==> config.mk <==
export PLATFORM = sky130hd
export DESIGN_NAME = id_ex_stage
export DESIGN_NICKNAME = d
export VERILOG_FILES = /design/src/rtl/mips_pkg.sv /design/src/rtl/id_ex_stage_alu_control.sv /design/src/rtl/id_ex_stage.sv
export SDC_FILE = /design/constraint.sdc
export NUM_CORES = 1
export LEC_CHECK = 0
export CORE_AREA = 5 5 109 111
export CTS_CLUSTER_SIZE = 40
export DETAILED_ROUTE_END_ITERATION = 6
export DIE_AREA = 0 0 114 116
export PLACE_DENSITY = 0.86
export SLEW_MARGIN = 0
export SYNTH_ARGS = -nofsm -noshare
export SYNTH_HDL_FRONTEND = slang
export SYNTH_SLANG_ARGS = --single-unit
==> constraint.sdc <==
create_clock -name clk -period 9.7 [get_ports clk]
set_input_delay 2.425 -clock clk [delete_from_list [all_inputs] [get_ports clk]]
set_output_delay 2.425 -clock clk [all_outputs]
set_load 0.05 [all_outputs]
==> src/rtl/mips_pkg.sv <==
// Shared MIPS constants: ALU control codes, aluop encodings, funct
// values, and the ID/EX register bundle. Used by id_ex_stage and ALU.
package mips_pkg;

  localparam logic [2:0] ALU_AND = 3'b000;
  localparam logic [2:0] ALU_OR  = 3'b001;
  localparam logic [2:0] ALU_ADD = 3'b010;
  localparam logic [2:0] ALU_X   = 3'b011;
  localparam logic [2:0] ALU_SUB = 3'b110;
  localparam logic [2:0] ALU_SLT = 3'b111;

  localparam logic [1:0] ALUOP_MEM = 2'b00;
  localparam logic [1:0] ALUOP_BR  = 2'b01;
  localparam logic [1:0] ALUOP_R   = 2'b10;
  localparam logic [1:0] ALUOP_X   = 2'b11;

  localparam logic [5:0] FUNCT_ADD = 6'b100000;
  localparam logic [5:0] FUNCT_SUB = 6'b100010;
  localparam logic [5:0] FUNCT_AND = 6'b100100;
  localparam logic [5:0] FUNCT_OR  = 6'b100101;
  localparam logic [5:0] FUNCT_SLT = 6'b101010;

  typedef struct packed {
    logic [31:0] a;
    logic [31:0] b;
    logic [31:0] store_data;
    logic [2:0]  control;
    logic [4:0]  wreg;
    logic        regwrite;
    logic        memread;
    logic        memwrite;
    logic        memtoreg;
    logic        branch;
  } id_ex_t;

  function automatic logic [31:0] sext16(input logic [15:0] v);
    return {{16{v[15]}}, v};
  endfunction

endpackage

==> src/rtl/id_ex_stage_alu_control.sv <==
// ALU control decoder: aluop + funct -> 3-bit ALU control code.
// Ports: aluop[1:0], funct[5:0] in; control[2:0] out. Combinational.
module alu_control
  import mips_pkg::*;
(
  input  logic [1:0] aluop,
  input  logic [5:0] funct,
  output logic [2:0] control
);

  always_comb begin
    control = ALU_X;
    unique case (aluop)
      ALUOP_MEM: control = ALU_ADD;
      ALUOP_BR:  control = ALU_SUB;
      ALUOP_X:   control = ALU_X;
      ALUOP_R: begin
        case (funct)
          FUNCT_ADD: control = ALU_ADD;
          FUNCT_SUB: control = ALU_SUB;
          FUNCT_AND: control = ALU_AND;
          FUNCT_OR:  control = ALU_OR;
          FUNCT_SLT: control = ALU_SLT;
          default:   control = ALU_X;
        endcase
      end
    endcase
  end

endmodule

==> src/rtl/id_ex_stage.sv <==
// ID/EX pipeline register with valid/ready handshake, flush, and
// optional operand forwarding (macro FORWARD_EN).
// Ports: clk, rst(async high); in_valid/in_ready; decode inputs
// rd1 rd2 imm16 rs rt rd funct aluop and control bits; flush;
// out_valid/out_ready; a b control store_data wreg, *_q control.
// FORWARD_EN adds exmem_* and memwb_* forwarding inputs.
module id_ex_stage
  import mips_pkg::*;
(
  input  logic        clk,
  input  logic        rst,
  input  logic        in_valid,
  output logic        in_ready,
  input  logic [31:0] rd1,
  input  logic [31:0] rd2,
  input  logic [15:0] imm16,
  input  logic [4:0]  rs,
  input  logic [4:0]  rt,
  input  logic [4:0]  rd,
  input  logic [5:0]  funct,
  input  logic [1:0]  aluop,
  input  logic        alusrc,
  input  logic        regdst,
  input  logic        regwrite,
  input  logic        memread,
  input  logic        memwrite,
  input  logic        memtoreg,
  input  logic        branch,
  input  logic        flush,
`ifdef FORWARD_EN
  input  logic        exmem_regwrite,
  input  logic [4:0]  exmem_rd,
  input  logic [31:0] exmem_result,
  input  logic        memwb_regwrite,
  input  logic [4:0]  memwb_rd,
  input  logic [31:0] memwb_result,
`endif
  output logic        out_valid,
  input  logic        out_ready,
  output logic [31:0] a,
  output logic [31:0] b,
  output logic [2:0]  control,
  output logic [31:0] store_data,
  output logic [4:0]  wreg,
  output logic        regwrite_q,
  output logic        memread_q,
  output logic        memwrite_q,
  output logic        memtoreg_q,
  output logic        branch_q
);

  logic [31:0] op_a;
  logic [31:0] op_b;
  logic [2:0]  ctl;
  logic        valid;
  logic        cap;
  id_ex_t      nxt;
  id_ex_t      q;

`ifdef FORWARD_EN
  // EX/MEM wins over MEM/WB; $zero is never forwarded
  function automatic logic [31:0] fwd(
    input logic [4:0]  r,
    input logic [31:0] rf
  );
    if (exmem_regwrite && exmem_rd == r && r != 5'd0)
      return exmem_result;
    else if (memwb_regwrite && memwb_rd == r && r != 5'd0)
      return memwb_result;
    else
      return rf;
  endfunction

  assign op_a = fwd(rs, rd1);
  assign op_b = fwd(rt, rd2);
`else
  logic unused_rs;
  assign unused_rs = ^rs;
  assign op_a = rd1;
  assign op_b = rd2;
`endif

  alu_control u_alu_control (
    .aluop   (aluop),
    .funct   (funct),
    .control (ctl)
  );

  always_comb begin
    nxt            = '0;
    nxt.a          = op_a;
    nxt.b          = alusrc ? sext16(imm16) : op_b;
    nxt.store_data = op_b;
    nxt.control    = ctl;
    nxt.wreg       = regdst ? rd : rt;
    nxt.regwrite   = regwrite;
    nxt.memread    = memread;
    nxt.memwrite   = memwrite;
    nxt.memtoreg   = memtoreg;
    nxt.branch     = branch;
  end

  // gated by rst so every output reads 0 while reset is held
  assign in_ready = !rst && (!valid || out_ready);
  assign cap = in_valid && in_ready && !flush;

  always_ff @(posedge clk or posedge rst) begin
    if (rst) begin
      valid <= 1'b0;
      q     <= '0;
    end else if (flush || !cap) begin
      // keep a stalled entry; otherwise the slot empties and
      // side-effecting control bits must not linger
      if (flush || out_ready || !valid) begin
        valid      <= 1'b0;
        q.regwrite <= 1'b0;
        q.memread  <= 1'b0;
        q.memwrite <= 1'b0;
        q.branch   <= 1'b0;
      end
    end else begin
      valid <= 1'b1;
      q     <= nxt;
    end
  end

  assign out_valid  = valid;
  assign a          = q.a;
  assign b          = q.b;
  assign control    = q.control;
  assign store_data = q.store_data;
  assign wreg       = q.wreg;
  assign regwrite_q = q.regwrite;
  assign memread_q  = q.memread;
  assign memwrite_q = q.memwrite;
  assign memtoreg_q = q.memtoreg;
  assign branch_q   = q.branch;

endmodule

==> results.json <==
{
  "status": "finished, final reports clean",
  "p_leak_nw": 2.99,
  "drt_wl_total_um": 11700,
  "fill_cells": 801,
  "power_frac_seq": 0.376,
  "clk_transition_reported_paths_ns": 0.09,
  "clock_tree.root_cell": "clkbuf_8",
  "p_int_w": 0.000955,
  "dp.cells": 654,
  "startpoint_type": "input port",
  "fmax_ghz": 0.157,
  "hold_start": "b[6]",
  "dr.pass1.iters": 4,
  "p_switching_w": 0.000630,
  "syn_inst": 307,
  "multi_input_area_um2": 1630,
  "worst_slack_ns": 3.34,
  "row_count": 38,
  "tns_ns": 0,
  "switching_share": 0.397,
  "clk-insertion-delay-late_ns": 0.35,
  "drtAntennaViolNets": 0,
  "critPathArrivalTime_ns": 3.94,
  "postCtsSetupRepairBufs": 0,
  "crit_path_end_kind": "output port",
  "wl_per_cell_um": 17.4,
  "critPathKind": "input port to output port",
  "initialDrtViolationCount": 106,
  "grt_use_total": 0.178,
  "p_total_w": 0.00158,
  "p_per_area_nw_per_um2": 224,
  "syn_nets": 422,
  "cts_resized": 0,
  "nets": 640,
  "die-area_um2": 13200,
  "vias": 3283,
  "synth_seq_cells": 110,
  "ys_seq_area_frac": 0.597,
  "synth.distinct_cells": 21,
  "drc": 0,
  "drive_gt1_frac": 0.0981,
  "dp_hpwl_um": 8980,
  "hold_viol": 0,
  "peakVddDrop_uv": 120,
  "maxSlewHeadroom": 0.463,
  "core_area_um2": 10700,
  "r2r_start": "out_valid",
  "clock_sinks": 110,
  "synth_largest_area_cell": "dfrtp_1",
  "power.share.combinational": 0.437,
  "grt_pass1_vias": 3709,
  "gp_congestion": 0.770,
  "max_cap_violations": 0,
  "min_period_ns": 6.36,
  "period_share": 0.656,
  "synth_top_area_share": 0.597,
  "area_growth_syn_to_layout_pct": 53.7,
  "cts_tree": "yes",
  "grt_max_degree": 64,
  "antenna_found_initial": 0,
  "clk_path_buf_depth": 2,
  "setup_viol": 0,
  "hold_path_class": "register to register",
  "instances_no_fill": 670,
  "portBuffers": 220,
  "slew_viol_final": 0,
  "r2r_end": "store_data[3]",
  "worstMarginPinSlew_ns": 0.805,
  "worstPathMaxFanout": 3,
  "die_y_um": 116,
  "worstHoldPathCells": 1,
  "hold_buffers": 0,
  "num_antenna_cells": 0,
  "r2r.worst_path.cells": 5,
  "skew_ns": 0.00626,
  "initial_core_util": 0.431,
  "cts_made_buffers": 9,
  "design.portCount": 226,
  "grt_pass1_wl_um": 18700,
  "syn_avg_cell_area_um2": 15.0,
  "hold_end": "b[6]",
  "pwr-share-clk": 0.186,
  "die_w_um": 114,
  "pre_cts_ws_ns": 3.34,
  "cp.required_ns": 7.28,
  "vias_per_cell": 4.90,
  "rsz0062_at_grt": "false",
  "synth.yosys.warnings": 0,
  "overflow": 0,
  "synth_area_um2": 4610,
  "rrSetupSlack_ns": 7.07,
  "synth_area_leaders": "dfrtp_1 (60%), mux2_1 (23%), mux2_2 (7.3%)",
  "register_area_um2": 2750,
  "htree_levels": 3
}
## worst max-delay path, stage by stage
cell and delay (ns):
clkdlybuf4s50_1 0.52, nor2_1 0.16, clkdlybuf4s50_1 0.83
## synth_stat cells
cell type	count
mux2_2	30
dfrtp_1	110
nor2b_2	1
nor2b_1	1
nand4_1	1
inv_1	21
o32ai_1	1
clkbuf_1	3
mux2_1	94
mux2i_1	1
nor4b_4	1
nor2_1	1
buf_2	3
nand2_1	2
or4b_1	1
a22o_1	4
nor4bb_1	1
buf_6	11
or2_2	1
a21o_1	1
o21ai_0	18
## layer usage
layer / wire (um) / up-vias / global-route usage
met1: 4270 / 1610 / 0.200
met2: 5880 / 146 / 0.304
li1: - / 1501 / -
met5: 0 / - / 0
met4: 291 / 0 / 0.0752
met3: 1240 / 26 / 0.0705
## how the worst max path moves through the flow
| stage | slack (ns) | start | to |
|---|---|---|---|
| detailed placement | 3.34 | rst | in_ready |
| CTS | 3.34 | rst | in_ready |
| global route | 3.31 | rst | in_ready |
| global placement | 3.38 | rst | in_ready |
| floorplan | 4.16 | out_ready | in_ready |
| finish | 3.34 | rst | in_ready |
## cell usage in the layout, fill, tap and decap left out, drive strengths merged, types with 2 or more instances in the layout
cell type,count
clkdlybuf4s50,220
nand2,2
buf,4
a22o,4
clkbuf,12
mux2,124
o21ai,18
dfrtp,110
clkinv,2
inv,21
bufinv,2
nor2b,2
## logic make-up after synthesis
| group | after synthesis | synth area share |
|---|---|---|
| AO/OA/AOI/OAI | 24 | 0.0307 |
| buffers and inverters | 38 | 0.0496 |
| multiplexers | 125 | 0.305 |
| flip-flops | 110 | 0.597 |
| AND/OR/NAND/NOR | 10 | 0.0179 |
## cell type report
type	instances	area share
well taps	140	0.0247
clock inverters	4	0.00989
repair buffers	224	0.315
clock buffers	12	0.0205
multi-input cells	159	0.230
flip-flops and latches	110	0.388
inverters	21	0.0115
## stage by stage
step | hold slack (ns) | utilization | instance area [um^2]
final | 0.491 | 0.662 | 7090
after CTS | 0.498 | 0.662 | 7090
after global placement | 0.466 | 0.642 | 6870
after global routing | 0.509 | 0.662 | 7090
after detailed placement | 0.476 | 0.642 | 6870
after floorplan | 0.750 | - | 4610
## registers in the layout (all words and copies together) (netlist names)
| signal | count |
|---|---|
| branch_q | 1 |
| wreg | 5 |
| b | 32 |
| store_data | 32 |
| control | 3 |
| memread_q | 1 |
| memtoreg_q | 1 |
| a | 32 |
| memwrite_q | 1 |
| regwrite_q | 1 |
| out_valid | 1 |
## power by group through the flow
stage / combinational, W / clock (W) / sequential, W
final: 0.000693 / 0.000295 / 0.000597
after global routing: 0.000721 / 0.000332 / 0.000610
after CTS: 0.000701 / 0.000308 / 0.000598
after detailed placement: 0.000699 / 0 / 0.000608
after global placement: 0.000690 / 0 / 0.000599
after floorplan: 0.0000967 / 0 / 0.000933
Power figures use the tool's default switching activity.
